[config.mk]
export PLATFORM = sky130hd
export DESIGN_NAME = prog_clock_divider_flat
export DESIGN_NICKNAME = d
export VERILOG_FILES = /design/src/rtl/clkdiv_pkg.sv /design/src/rtl/prog_clock_divider_if.sv /design/src/rtl/clkdiv_channel.sv /design/src/rtl/prog_clock_divider.sv /design/src/flat_wrapper.sv
export SDC_FILE = /design/constraint.sdc
export NUM_CORES = 1
export LEC_CHECK = 0
export CAP_MARGIN = 0
export CORE_ASPECT_RATIO = 0.75
export CORE_MARGIN = 1
export CORE_UTILIZATION = 65
export DETAILED_ROUTE_END_ITERATION = 10
export PLACE_DENSITY = 0.84
export RECOVER_POWER = 25
export SKIP_CTS_REPAIR_TIMING = 1
export SYNTH_ARGS = -nofsm -noshare
export SYNTH_HDL_FRONTEND = slang
export SYNTH_SLANG_ARGS = --single-unit
[constraint.sdc]
create_clock -name clk -period 23.6 [get_ports clk]
set_clock_uncertainty 0.05 [all_clocks]
set_input_delay 3.54 -clock clk [delete_from_list [all_inputs] [get_ports clk]]
set_output_delay 3.54 -clock clk [all_outputs]
set_load 0.005 [all_outputs]
[src/rtl/clkdiv_pkg.sv]
// Shared constants and types for the programmable clock divider.
package clkdiv_pkg;

   localparam int unsigned CNT_W  = 18;
   localparam int unsigned MAX_CH = 8;
   localparam int unsigned CH_W   = $clog2(MAX_CH);

   typedef logic [CNT_W-1:0] div_t;

   // Reset divisors for a 100 MHz system clock.
   localparam div_t DEFAULT_DIV_1KHZ  = div_t'(100000);
   localparam div_t DEFAULT_DIV_500HZ = div_t'(200000);

endpackage

[src/rtl/prog_clock_divider_if.sv]
// Divisor configuration bus: write strobe, target channel, divisor and status back.
interface prog_clock_divider_if #(
   parameter int unsigned NUM_CH = 2,
   parameter int unsigned CNT_W  = 18
);
   import clkdiv_pkg::*;

   logic                cfg_valid;
   logic                cfg_ready;
   logic [CH_W-1:0]     cfg_ch;
   logic [CNT_W-1:0]    cfg_div;
   logic                cfg_err;
   logic [NUM_CH-1:0]   cfg_pending;

   modport master (
      output cfg_valid, cfg_ch, cfg_div,
      input  cfg_ready, cfg_err, cfg_pending
   );

   modport slave (
      input  cfg_valid, cfg_ch, cfg_div,
      output cfg_ready, cfg_err, cfg_pending
   );

endinterface

[src/rtl/clkdiv_channel.sv]
// One divider channel: period counter, shadow divisor and registered clk_out/tick.
module clkdiv_channel #(
   parameter int unsigned      CNT_W   = 18,
   parameter logic [CNT_W-1:0] DEF_DIV = CNT_W'(100000)
) (
   input  logic             clk,
   input  logic             reset,
   input  logic             en,
   input  logic             sync,
   input  logic             wr,
   input  logic [CNT_W-1:0] wr_div,
   output logic             pending,
   output logic             clk_out,
   output logic             tick
);

   logic [CNT_W-1:0] n_q, n_d, ctr_q, ctr_d, pdiv_q, pdiv_d, high_len;
   logic             pend_q, pend_d, clk_q, clk_d, tick_q, tick_d;
   logic             wrap, apply;

   always_comb begin
      wrap  = en && (ctr_q >= n_q - CNT_W'(1));
      // A shadow divisor takes effect on any period boundary, or at once while idle.
      apply = pend_q && (!en || wrap || sync);

      n_d    = apply ? pdiv_q : n_q;
      pend_d = pend_q && !apply;
      pdiv_d = pdiv_q;
      if (wr) begin
         pend_d = 1'b1;
         pdiv_d = wr_div;
      end

      if (!en || sync || wrap) begin
         ctr_d = '0;
      end else begin
         ctr_d = ctr_q + CNT_W'(1);
      end

      // Odd divisors spend the extra cycle in the high phase.
      high_len = n_d - (n_d >> 1);
      clk_d    = !en || (ctr_d < high_len);
      tick_d   = wrap && !sync;
   end

   always_ff @(posedge clk) begin
      if (reset) begin
         n_q    <= DEF_DIV;
         ctr_q  <= '0;
         pdiv_q <= DEF_DIV;
         pend_q <= 1'b0;
         clk_q  <= 1'b1;
         tick_q <= 1'b0;
      end else begin
         n_q    <= n_d;
         ctr_q  <= ctr_d;
         pdiv_q <= pdiv_d;
         pend_q <= pend_d;
         clk_q  <= clk_d;
         tick_q <= tick_d;
      end
   end

   assign pending = pend_q;
   assign clk_out = clk_q;
   assign tick    = tick_q;

endmodule

[src/rtl/prog_clock_divider.sv]
// Multi-channel programmable clock divider: config decode plus NUM_CH divider channels.
module prog_clock_divider #(
   parameter int unsigned             NUM_CH      = 2,
   parameter int unsigned             CNT_W       = clkdiv_pkg::CNT_W,
   parameter logic [NUM_CH*CNT_W-1:0] DEFAULT_DIV = {clkdiv_pkg::DEFAULT_DIV_500HZ,
                                                     clkdiv_pkg::DEFAULT_DIV_1KHZ}
) (
   input  logic                 clk,
   input  logic                 reset,
   input  logic [NUM_CH-1:0]    en,
   input  logic                 sync,
   prog_clock_divider_if.slave  cfg,
   output logic [NUM_CH-1:0]    clk_out,
   output logic [NUM_CH-1:0]    tick
);
   import clkdiv_pkg::*;

   localparam logic [CH_W:0] NumChW = (CH_W+1)'(NUM_CH);

   logic              cfg_ok;
   logic              cfg_err_q;
   logic [NUM_CH-1:0] wr;
   logic [NUM_CH-1:0] pend;

   assign cfg_ok = cfg.cfg_valid && (cfg.cfg_div >= CNT_W'(2)) && ({1'b0, cfg.cfg_ch} < NumChW);

   always_comb begin
      wr = '0;
      for (int i = 0; i < NUM_CH; i++) begin
         wr[i] = cfg_ok && (cfg.cfg_ch == CH_W'(i));
      end
   end

   always_ff @(posedge clk) begin
      if (reset) begin
         cfg_err_q <= 1'b0;
      end else begin
         cfg_err_q <= cfg.cfg_valid && !cfg_ok;
      end
   end

   assign cfg.cfg_err     = cfg_err_q;
   assign cfg.cfg_ready   = 1'b1;
   assign cfg.cfg_pending = pend;

   for (genvar i = 0; i < NUM_CH; i++) begin : g_ch
      clkdiv_channel #(
         .CNT_W   (CNT_W),
         .DEF_DIV (DEFAULT_DIV[i*CNT_W +: CNT_W])
      ) u_ch (
         .clk     (clk),
         .reset   (reset),
         .en      (en[i]),
         .sync    (sync),
         .wr      (wr[i]),
         .wr_div  (cfg.cfg_div),
         .pending (pend[i]),
         .clk_out (clk_out[i]),
         .tick    (tick[i])
      );
   end

endmodule
[src/flat_wrapper.sv]
// flat-port wrapper written by rule: the top's interface ports become plain ports
module prog_clock_divider_flat import clkdiv_pkg::*;
#(
   parameter int unsigned             NUM_CH      = 2,
   parameter int unsigned             CNT_W       = clkdiv_pkg::CNT_W,
   parameter logic [NUM_CH*CNT_W-1:0] DEFAULT_DIV = {clkdiv_pkg::DEFAULT_DIV_500HZ,
                                                     clkdiv_pkg::DEFAULT_DIV_1KHZ}
)
  (clk, reset, en, sync, clk_out, tick, cfg_cfg_valid, cfg_cfg_ch, cfg_cfg_div, cfg_cfg_ready, cfg_cfg_err, cfg_cfg_pending);
  prog_clock_divider_if #(.NUM_CH(NUM_CH), .CNT_W(CNT_W)) cfg_i ();
  input  logic clk;
  input  logic reset;
  input  logic [NUM_CH-1:0] en;
  input  logic sync;
  output logic [NUM_CH-1:0] clk_out;
  output logic [NUM_CH-1:0] tick;
  input wire logic [$bits(cfg_i.cfg_valid)-1:0] cfg_cfg_valid;
  input wire logic [$bits(cfg_i.cfg_ch)-1:0] cfg_cfg_ch;
  input wire logic [$bits(cfg_i.cfg_div)-1:0] cfg_cfg_div;
  output wire logic [$bits(cfg_i.cfg_ready)-1:0] cfg_cfg_ready;
  output wire logic [$bits(cfg_i.cfg_err)-1:0] cfg_cfg_err;
  output wire logic [$bits(cfg_i.cfg_pending)-1:0] cfg_cfg_pending;
  assign cfg_i.cfg_valid = cfg_cfg_valid;
  assign cfg_i.cfg_ch = cfg_cfg_ch;
  assign cfg_i.cfg_div = cfg_cfg_div;
  assign cfg_cfg_ready = cfg_i.cfg_ready;
  assign cfg_cfg_err = cfg_i.cfg_err;
  assign cfg_cfg_pending = cfg_i.cfg_pending;
  prog_clock_divider #(.NUM_CH(NUM_CH), .CNT_W(CNT_W), .DEFAULT_DIV(DEFAULT_DIV)) u_core (.clk(clk), .reset(reset), .en(en), .sync(sync), .cfg(cfg_i), .clk_out(clk_out), .tick(tick));
endmodule
== Yosys cells after proc, flatten, opt, wreduce, memory -nomap -nowiden ==
Index checks and enable logic that the tools add are counted.

* Flip-flop bits (word level): 115
* Bits in latches: 0
* Bits in writable memories: 0
* ROM bits: 0
* Bits of input ports: 27
* Output and inout port bits: 8
* Memories kept: 0

* $add $sub $neg: 6
* Multiply operators: 0
* Div/mod/pow operators: 0
* $lt $le $gt $ge: 6
* Equal/unequal tests: 1
* Shift operators: 0
* Multiplexer cells: 6
* Bitwise logic cells: 0
* Reductions and logical operators: 30

{| class="wikitable"
|+ Operators with widths
! operator !! count
|-
| 18-bit 2-to-1 mux || 4
|-
| 18-bit by 1-bit adder with 18-bit output, second input constant || 2
|-
| 18-bit >= comparator || 2
|-
| 18-bit less-than comparator || 2
|-
| 18-bit by 1-bit subtractor with 18-bit output, second input constant || 2
|-
| 18-bit by 17-bit subtractor with 18-bit output || 2
|-
| 18-bit by 2-bit >= comparator with 1-bit output, second input constant || 1
|-
| 1-bit logical AND || 13
|-
| 1-bit logical OR || 10
|-
| 1-bit zero test || 6
|-
| 3-bit by 1-bit equality test with 1-bit output, second input constant || 1
|-
| 3-bit zero test || 1
|-
| 3-bit by 2-bit less-than comparator with 1-bit output, second input constant || 1
|-
| 1-bit 2-to-1 mux || 2
|}

== Depth between registers and ports, before layout ==
Gate-level depths: netlist of run 1.

* Depth in word-level cells: 10
* Mapped depth: 42

== Cells and area by module ==
A second synthesis of run 1 with hierarchy kept.

* Cells, all modules: 1011
* Area, all modules: 8515.7 um^2

{| class="wikitable"
|+ By module, submodules not included
! module !! times used !! cells each !! area an instance (um^2) !! seq. area each (um^2)
|-
| clkdiv_channel at u_core.g_ch[0].u_ch || 1 || 518 || 4347.9 || 1141.1
|-
| clkdiv_channel at u_core.g_ch[1].u_ch || 1 || 476 || 4038.9 || 1141.1
|-
| prog_clock_divider || 1 || 17 || 128.9 || 20.0
|}

== Worst setup path before layout of run 1 ==
OpenSTA, ideal clock, no wires.

* Path type: input port to flip-flop
* From: input port sync
* To: register u_core.g_ch[1].u_ch.clk_q
* Arrival time: 8.227 ns
* Data required time: 23.444 ns
* Path slack: 15.217 ns
* Cell stages on the path: 25
* Buffers on the path: 1
* Cells stage by stage: nand2b_1 a221oi_2 a31oi_4 clkbuf_1 mux2i_1 inv_1 ha_1 a21oi_1 o21ai_0 maj3_1 a31oi_1 a21oi_1 o31a_1 o31ai_4 xor2_1 ha_1 a21o_1 a21o_1 a21oi_1 nor2b_1 o21ai_0 nand2b_1 a21oi_1 nor2b_1 o311ai_0

* Word-level cells in the longest chain between the ends: 6

{| class="wikitable"
|+ RTL lines
! item !! RTL line !! text
|-
| from (decl) || flat_wrapper.sv:14 || <nowiki>input logic sync;</nowiki>
|-
| 1-bit logical OR || clkdiv_channel.sv:24 || <nowiki>apply = pend_q && (!en || wrap || sync);</nowiki>
|-
| 1-bit logical AND || clkdiv_channel.sv:24 ||
|-
| 18-bit 2-to-1 mux || clkdiv_channel.sv:26 || <nowiki>n_d = apply ? pdiv_q : n_q;</nowiki>
|-
| named net u_core.g_ch[1].u_ch.n_d[2] || clkdiv_channel.sv:17 || <nowiki>logic [CNT_W-1:0] n_q, n_d, ctr_q, ctr_d, pdiv_q, pdiv_d, high_len;</nowiki>
|-
| 18-bit by 17-bit subtractor with 18-bit output || clkdiv_channel.sv:41 || <nowiki>high_len = n_d - (n_d >> 1);</nowiki>
|-
| 18-bit less-than comparator || clkdiv_channel.sv:42 || <nowiki>clk_d = !en || (ctr_d < high_len);</nowiki>
|-
| 1-bit logical OR || clkdiv_channel.sv:42 ||
|-
| to (signal assigned) || clkdiv_channel.sv:59 || <nowiki>clk_q <= clk_d;</nowiki>
|-
| to (decl) || clkdiv_channel.sv:18 || <nowiki>logic pend_q, pend_d, clk_q, clk_d, tick_q, tick_d;</nowiki>
|}

The timed path passes the listed nets, and every way through them passes these cells.
A chain may end at the register's enable or synchronous reset.

== Final worst setup path of run 1 ==
Ends and elaborated chain as after synthesis.

==> impl_metrics.toml, run 1 <==
[worst_setup_path]
r2r_cells = 33
cp_max_fo = 26
startpoint_type = "primary input"
r2r_start = "u_core.g_ch[1].u_ch.n_q[3]"
worstSetupPathType = "in2reg"
r2r_slack_ns = 14.46
crit_path_end_kind = "flip-flop"
arrival_ns = 9.67
cp.required_ns = 23.86
timing.rr.end = "u_core.g_ch[1].u_ch.clk_out"

[yosys]
ys_seq_elements = 115
syn_avg_cell_area_sq_um = 8.379
yosysWarnings = 0
synth-seq-area-share_pct = 27.59
syn_inst = 996
syn_nets = 1132
yosys_most_used_dff = "dfxtp_1"
synthArstFlopShare_pct = 0
syn_area_sq_um = 8346
synth-edff-count = 0
synth.distinct_cells = 63

[global_routing]
grt_pass1_wl_mm = 32.89
grt_pass1_vias = 6665
gr-total-overflow = 0
grt_max_degree = 70
grt.total_usage_pct = 31.17
antenna_found_initial = 0

[floorplan]
die_w_um = 132.8
fp-row-count = 35
core_sq_um = 12390
dieArea_sq_um = 13300
die_h_um = 100.1
start_util_pct = 67.34
io_pins = 35

[run]
cap_violations = 1

[clock_tree]
cts_buffers = 17
cts_buffer_depth = 2
clock-sinks = 115
insertion_delay_ns = 0.42
clk_pin_slew_ns = 0.06
cts_max_level = 4
cts_tree = "built"
root_buffer = "clkbuf_16"

[placement]
gp_congestion = 0.8866
port_buffers = 33
dp.cells = 1167
hpwl_mm = 14.51

[sta]
fin_crit_ns = 9.407
clock.fmax_ghz = 0.1063
finalCritPeriodShare_pct = 39.86
setup_viol = 0
rsz0062_at_grt = "false"
hold_violations = 0
drv_slew = 70
max_slew_margin_pct = -110.4
setup_tns_ns = 0
tightest_slew_ns = 3.156

[cells_and_area]
final.fill_count = 875
seq_area_sq_um = 2302
layout.nets = 1156
multi_input_area_sq_um = 5679
area.growth.synth_to_final_pct = 12.67
n_antenna_cell = 0
fin_cells = 1199
drive_above_1_share_pct = 5.131

[route]
routedWlPerCell_um = 16.75
post-route-drc-count = 0
ant_nets = 0
vias_per_cell = 5.928
dr.pass1.iters = 5
vias = 7108
drt_iter0_markers = 517
routed_wirelength_mm = 20.09

[status]
violations = "max-capacitance violations, max-slew violations"
outcome = "finished with violations"

[pwr]
p_total_uw = 498.0
ir_worst_vdd_v = 0.00005883
power-per-cell-area_nw_per_um2 = 52.96
leakage_nw = 4.246

[min_path]
min_from = "u_core.g_ch[1].u_ch.pdiv_q[11]"
hold-path-endpoint = "u_core.g_ch[1].u_ch.pdiv_q[11]"
holdPathStages = 2
hp-class = "reg2reg"
[synthesized netlist by cell type, types with 18 or more instances]
| cell type | n | area [sq um] |
|---|---|---|
| ha_1 | 107 | 1339 |
| nor2_1 | 142 | 533.0 |
| nand3_1 | 27 | 135.1 |
| clkbuf_1 | 24 | 90.09 |
| nand2b_1 | 19 | 118.9 |
| mux2i_1 | 70 | 700.7 |
| nand2_1 | 66 | 247.7 |
| dfxtp_1 | 115 | 2302 |
| xnor2_1 | 40 | 350.3 |
| nand4_1 | 18 | 112.6 |
| nor3_1 | 39 | 195.2 |
| a21oi_1 | 47 | 235.2 |
| o21ai_0 | 27 | 135.1 |
| a21o_1 | 22 | 165.2 |
| inv_1 | 58 | 217.7 |
| xor2_1 | 48 | 420.4 |
[registers in the layout, summed over array words and instances (netlist names)]
register                  count
u_core.g_ch.u_ch.ctr_q       36
u_core.cfg.cfg_err            1
u_core.g_ch.u_ch.tick         2
u_core.g_ch.u_ch.pending      2
u_core.g_ch.u_ch.n_q         36
u_core.g_ch.u_ch.pdiv_q      36
u_core.g_ch.u_ch.clk_out      2
[metrics by stage]
| step | hold slack [ns] | instance area [sq um] | utilization [%] | setup WS (ns) |
|---|---|---|---|---|
| floorplan | 0.3908 | 8346 | - | 15.22 |
| global placement | 0.4089 | 8777 | 70.82 | 14.29 |
| detailed placement | 0.4117 | 8777 | 70.82 | 13.97 |
| CTS | 0.4254 | 9410 | 75.93 | 14.29 |
| global route | 0.4527 | 9403 | 75.87 | 13.87 |
| finish | 0.4255 | 9403 | 75.87 | 14.19 |
[power breakdown]
group          total, mW  internal (mW)  switching, mW
Sequential         0.197          0.196        0.00136
Clock              0.278          0.177          0.101
Combinational     0.0225        0.00946         0.0131
[layout make-up]
class	instances	area share, %
multi-input cells	789	60.40
well taps	166	2.209
flip-flops and latches	115	24.48
clock buffers	17	4.524
inverters	58	2.315
repair buffers	39	3.859
clock inverters	15	2.209
[worst max-delay path: stages]
cell,delay [ns]
clkdlybuf4s50_1,0.57
nand2b_1,0.17
a221oi_2,0.07
a31oi_4,0.86
mux2i_1,0.45
inv_1,0.14
ha_1,0.35
a21oi_1,0.15
o21ai_0,0.20
maj3_1,0.41
a31oi_1,0.22
a21oi_1,0.12
o31a_1,0.37
o31ai_4,0.33
xor2_1,0.19
ha_1,0.27
a21o_1,0.16
a21o_1,0.16
a21oi_1,0.14
nor2b_1,0.06
o21ai_0,0.15
nand2b_1,0.08
a21oi_1,0.17
nor2b_1,0.07
o311ai_0,0.26
[cell usage in the layout, fill, tap and decap left out, types with 19 or more instances in the layout]
master	count
nor2_1	141
dfxtp_1	115
ha_1	107
mux2i_1	70
nand2_1	66
inv_1	58
xor2_1	48
a21oi_1	47
xnor2_1	40
nor3_1	39
o21ai_0	27
nand3_1	27
clkdlybuf4s50_1	25
a21o_1	22
nand2b_1	19
[layer usage]
layer  vias to the layer above  share of wire [%]  global-route usage, %
met4                         0                1.8                  9.726
li1                       3525                  -                      -
met5                         -                  0                      0
met3                        30                5.8                  6.465
met1                      3350                 49                  44.26
met2                       203                 43                  47.24
[cell families (layout without fill, tap and decap cells)]
family | count (synthesis) | in the layout | share of synthesized area (%)
fa+ha+maj | 113 | 113 | 17.00
buf+inv | 92 | 129 | 4.483
compound gates | 137 | 137 | 11.26
other cells | 1 | 1 | 0.04493
xor+xnor | 88 | 88 | 9.235
mux | 72 | 72 | 8.711
flops | 115 | 115 | 27.59
simple gates | 378 | 378 | 21.68
[worst max-delay path by stage]
stage                                     from                          end  cells past startpoint
finish                                    sync  u_core.g_ch[1].u_ch.clk_out                     25
global route        u_core.g_ch[1].u_ch.n_q[3]  u_core.g_ch[1].u_ch.clk_out                     33
CTS                                       sync  u_core.g_ch[1].u_ch.clk_out                     25
detailed placement                        sync  u_core.g_ch[1].u_ch.clk_out                     25
global placement                          sync  u_core.g_ch[1].u_ch.clk_out                     25
floorplan                                 sync  u_core.g_ch[1].u_ch.clk_out                     25
(Power assumes the default switching activity.)
==> run 2, diff against run 1 <==
CORE_UTILIZATION = 62   (was 65)
PLACE_DENSITY = 0.8   (was 0.84)
clock period = 9.5 ns   (was 23.6 ns; I/O delays follow)
==> run 2 against run 1 <==
  * The flow now finishes without violations
  * Non-clock buffer count rose by 1
  * Sequential share of layout area rose by 0.20 points
  * Setup slack got worse by 13 ns
  * Via count fell by 1.0%
  * Sequential cell count did not move
  * First-iteration DRC count fell by 24%
  * Hold slack improved by 0.0033 ns
  * Global-route usage fell by 1.0 points
  * Clock power rose by 120%
  * Critical path type is now reg2reg
==> impl_metrics.toml, run 2 (synthesized netlist as in run 1, its figures left out) <==
[cells_and_area]
layout_common_cells = "nor2_1, dfxtp_1, ha_1, mux2i_1, nand2_1"
area.growth.synth_to_final_pct = 11.75
final_common_cell = "nor2_1"
n_antenna_cell = 0
final.fill_count = 1053
layout.nets = 1157
biggestRegsByFlops = "u_core.g_ch.u_ch.ctr_q: 36 flops, u_core.g_ch.u_ch.n_q: 36 flops, u_core.g_ch.u_ch.pdiv_q: 36 flops"
drive_above_1_share_pct = 4.753

[worst_setup_path]
max_stage_delay_ns = 0.53
worst_path_max_delay_cell = "or4b_4"
cp_max_fo = 10
r2r_cells = 33
startpoint_type = "flip-flop"
worstSetupPathType = "reg2reg"
cp_common_cell = "a21oi_1"
cp.required_ns = 9.77
crit_path_end_kind = "flip-flop"
arrival_ns = 8.62

[placement]
hpwl_mm = 14.68
gp_congestion = 0.8952
port_buffers = 33
pre_cts_ws_ns = 1.314

[sta]
finalCritPeriodShare_pct = 87.92
setup_viol = 0
fin_crit_ns = 8.352
setup_tns_ns = 0
clock.fmax_ghz = 0.1197
tightest_slew_ns = 1.441
hold_violations = 0
drv_slew = 0
max_slew_margin_pct = 3.902
rsz0062_at_grt = "false"
fin_ws_ns = 1.148

[global_routing]
grt_pass1_wl_mm = 32.24
gr-total-overflow = 0
antenna_found_initial = 0
grt_pass1_vias = 6653
grt.total_usage_pct = 30.12
grt_max_degree = 70

[floorplan]
io_pins = 35
start_util_pct = 63.89
fp-row-count = 36
dieArea_sq_um = 13930
die_w_um = 136.0
die_h_um = 102.5
core_sq_um = 13060

[route]
vias = 7035
routedWlPerCell_um = 16.43
vias_per_cell = 5.853
ant_nets = 0
met2_wirelength_mm = 8.359
dr_wl_met3_um = 893
wl_met1_mm = 9.995
drt_iter0_markers = 393
dr.pass1.iters = 5
routed_wirelength_mm = 19.75
highest_layer = "met4"
post-route-drc-count = 0

[clock_tree]
clock-sinks = 115
cts_tree = "built"
root_buffer = "clkbuf_16"
clk_pin_slew_ns = 0.05
cts_buffers = 17
cts_max_level = 4
insertion_delay_ns = 0.43
cts_buffer_depth = 2

[min_path]
hp-class = "reg2reg"
holdPathStages = 2

[pwr]
leakage_nw = 4.230
power-per-cell-area_nw_per_um2 = 122.9
ir_worst_vdd_v = 0.0001384
p_seq_share_pct = 42.8
power.switching_uw = 256.3
p_int_uw = 890.3
swShare_pct = 22.35
p_comb_share_pct = 4.9
clkPwrFrac_pct = 52.3

[status]
outcome = "finished clean"

[run]
cap_violations = 0
## run 2: changes by cell type in the layout (fill, tap and decap cells not counted), moves of 2 or more
cell        delta
clkinv_4       -4
inv_6          -2
clkbuf_8       +4
clkinvlp_4     -4
bufinv_16      -3
clkbuf_1       +2
clkinv_2       +4
## run 2: through the flow
stage	instances	power, mW	hold slack (ns)	cell area [sq um]	util [%]
after CTS	1202	1.149	0.4312	9334	71.46
after floorplan	996	0.5317	0.3908	8346	-
after global routing	1202	1.175	0.4627	9326	71.40
after global placement	1173	0.5550	0.4056	8791	67.30
after detailed placement	1173	0.5560	0.4175	8791	67.30
final	1202	1.147	0.4288	9326	71.40
## run 2: per-layer routing
| metal | up-vias | global-route usage [%] |
|---|---|---|
| met5 | - | 0 |
| met4 | 0 | 13.76 |
| met3 | 38 | 5.456 |
| met2 | 168 | 45.76 |
| met1 | 3287 | 41.61 |
| li1 | 3542 | - |
## run 2: final timing paths
check                                       end                     startpoint  slack, ns
setup / recovery    u_core.g_ch[1].u_ch.clk_out     u_core.g_ch[1].u_ch.n_q[3]       1.15
hold reg to reg   u_core.g_ch[0].u_ch.pdiv_q[5]  u_core.g_ch[0].u_ch.pdiv_q[5]       0.43
hold / removal    u_core.g_ch[0].u_ch.pdiv_q[5]  u_core.g_ch[0].u_ch.pdiv_q[5]       0.43
setup reg to reg    u_core.g_ch[1].u_ch.clk_out     u_core.g_ch[1].u_ch.n_q[3]       1.15
## run 2: area by class of cell
type / instances / area, sq um / share of cell area (%)
Sequential cell: 115 / 2302 / 24.68
Clock buffer: 23 / 488.0 / 5.232
Tap cell: 171 / 214.0 / 2.294
Inverter: 58 / 217.7 / 2.334
Multi-Input combinational cell: 789 / 5679 / 60.89
Clock inverter: 6 / 55.05 / 0.5903
Timing Repair Buffer: 40 / 370.4 / 3.971
## run 2: worst max-delay path, delay by kind of cell, from the launching register on
kind                     cells  cell delay (ns)
AND/OR/NAND/NOR             12             2.84
AO/OA/AOI/OAI               13             2.79
adder cells (fa/ha/maj)      4             1.39
flip-flops                   1             0.36
multiplexers                 1             0.36
XOR/XNOR                     2             0.31
buffers and inverters        1             0.14
## run 2: power groups by stage
stage	Combinational (mW)	Clock [mW]	Sequential, mW
detailed placement	0.0556	0	0.500
floorplan	0.0323	0	0.499
global route	0.0612	0.623	0.491
global placement	0.0547	0	0.500
CTS	0.0561	0.603	0.490
finish	0.0567	0.599	0.491
==> run 3, diff against run 2 <==
REMOVE_ABC_BUFFERS = 1   (was unset)
==> run 3 against run 2 <==
  * Setup slack gained 0.19 ns
  * Sequential power about the same
  * Critical endpoint unchanged
  * Sequential cell count stayed put
  * Highest routed layer unchanged
==> impl_metrics.toml, run 3 (synthesized netlist as in run 1, its figures left out) <==
[route]
post-route-drc-count = 0
ant_nets = 0
routedWlPerCell_um = 15.84
vias = 6946
routed_wirelength_mm = 19.06
dr.pass1.iters = 5
vias_per_cell = 5.774
drt_iter0_markers = 532

[placement]
port_buffers = 33
hpwl_mm = 14.18
gp_congestion = 0.9068
pre_cts_ws_ns = 1.473

[worst_setup_path]
r2r_slack_ns = 1.33
cp_max_fo = 10
r2r_start = "u_core.g_ch[1].u_ch.n_q[3]"
cp.required_ns = 9.76
worstSetupPathType = "reg2reg"
max_stage_delay_ns = 0.52
worst_path_max_delay_cell = "or4b_4"
cp_common_cell = "a21oi_1"
startpoint_type = "flip-flop"
crit_path_end_kind = "flip-flop"
cp_num_buf_inv = 1
timing.rr.end = "u_core.g_ch[1].u_ch.clk_out"
cp.depth = 33
arrival_ns = 8.43
critPathTopFamily = "simple AND/OR/NAND/NOR gates"
r2r_cells = 33

[sta]
max_slew_margin_pct = 1.793
drv_slew = 0
clock.fmax_ghz = 0.1225
hold_violations = 0
finalCritPeriodShare_pct = 85.96
fin_crit_ns = 8.166
tightest_slew_ns = 1.473
rsz0062_at_grt = "false"
fin_ws_ns = 1.334
setup_tns_ns = 0
setup_viol = 0

[floorplan]
die_w_um = 136.0
dieArea_sq_um = 13930
fp-row-count = 36
core_sq_um = 13060
start_util_pct = 63.89
io_pins = 35
die_h_um = 102.5

[pwr]
p_int_uw = 885.4
leakage_nw = 4.225
power.switching_uw = 247.6
clkPwrFrac_pct = 51.7
swShare_pct = 21.85
power-per-cell-area_nw_per_um2 = 121.6
p_comb_share_pct = 5.0
p_total_mw = 1.133
p_seq_share_pct = 43.3
ir_worst_vdd_v = 0.0001554

[clock_tree]
root_buffer = "clkbuf_16"
cts_buffers = 17
cts_buffer_depth = 2
clk_pin_slew_ns = 0.05
insertion_delay_ns = 0.41
cts_tree = "built"
clock-sinks = 115
cts_max_level = 4

[min_path]
hp-class = "reg2reg"
min_from = "u_core.g_ch[0].u_ch.pdiv_q[5]"
holdPathStages = 2
hold-path-endpoint = "u_core.g_ch[0].u_ch.pdiv_q[5]"

[cells_and_area]
final_common_cell = "nor2_1"
drive_above_1_share_pct = 4.651
area.growth.synth_to_final_pct = 11.68
biggestRegsByFlops = "u_core.g_ch.u_ch.ctr_q: 36 flops, u_core.g_ch.u_ch.n_q: 36 flops, u_core.g_ch.u_ch.pdiv_q: 36 flops"
layout.nets = 1157
layout_common_cells = "nor2_1, dfxtp_1, ha_1, mux2i_1, nand2_1"
n_antenna_cell = 0
final.fill_count = 1052
utilization_pct = 71.35

[global_routing]
antenna_found_initial = 0
grt_pass1_vias = 6552
gr-total-overflow = 0
grt_pass1_wl_mm = 31.53
grt.total_usage_pct = 29.21
grt_max_degree = 70

[run]
cap_violations = 0

[status]
outcome = "finished clean"
[run 3: final cells by class]
type / count / area (sq um) / area share [%]
inverter: 58 / 217.7 / 2.336
clock inverter: 6 / 55.05 / 0.5907
sequential: 115 / 2302 / 24.70
clock buffer: 24 / 481.7 / 5.168
multi-input combinational: 789 / 5679 / 60.93
timing repair buffer: 40 / 370.4 / 3.974
tap: 171 / 214.0 / 2.296
[run 3: metal layers]
layer  part of all wire [%]  GRT usage (%)  wire length [um]  up-vias
met2                     41          43.29              7810      174
met4                    1.8          11.62               345        0
li1                       -              -                 -     3543
met1                     52          42.01              9963     3200
met5                      0              0                 0        -
met3                    4.9          4.911               939       29
[run 3: power groups by stage]
stage | combinational (mW) | clock (mW) | sequential (mW)
2_1_floorplan | 0.0270 | 0 | 0.499
3_3_place_gp | 0.0545 | 0 | 0.500
3_5_place_dp | 0.0551 | 0 | 0.500
4_1_cts | 0.0557 | 0.589 | 0.491
5_1_grt | 0.0609 | 0.614 | 0.491
6_report | 0.0562 | 0.586 | 0.491
[run 3: stage by stage]
stage	instance area, sq um	cells	hold WS, ns
finish	9320	1203	0.4273
global route	9320	1203	0.4391
CTS	9328	1203	0.4216
detailed placement	8791	1173	0.4072
global placement	8791	1173	0.4072
floorplan	8189	962	0.3908
[run 3: tightest hold or removal path: cells and delay by family (launching register included)]
kind	cells	cell delay, ns
flops	1	0.33
mux	1	0.07
simple gates	1	0.06
[run 3: how the worst max path moves through the flow]
stage	end	slack, ns	startpoint
2_1_floorplan	u_core.g_ch[0].u_ch.clk_out	0.45	u_core.g_ch[0].u_ch.n_q[3]
3_3_place_gp	u_core.g_ch[1].u_ch.clk_out	1.68	u_core.g_ch[1].u_ch.n_q[3]
3_5_place_dp	u_core.g_ch[1].u_ch.clk_out	1.47	u_core.g_ch[1].u_ch.n_q[3]
4_1_cts	u_core.g_ch[1].u_ch.clk_out	1.37	u_core.g_ch[1].u_ch.n_q[3]
5_1_grt	u_core.g_ch[1].u_ch.clk_out	0.54	u_core.g_ch[1].u_ch.n_q[3]
6_report	u_core.g_ch[1].u_ch.clk_out	1.33	u_core.g_ch[1].u_ch.n_q[3]
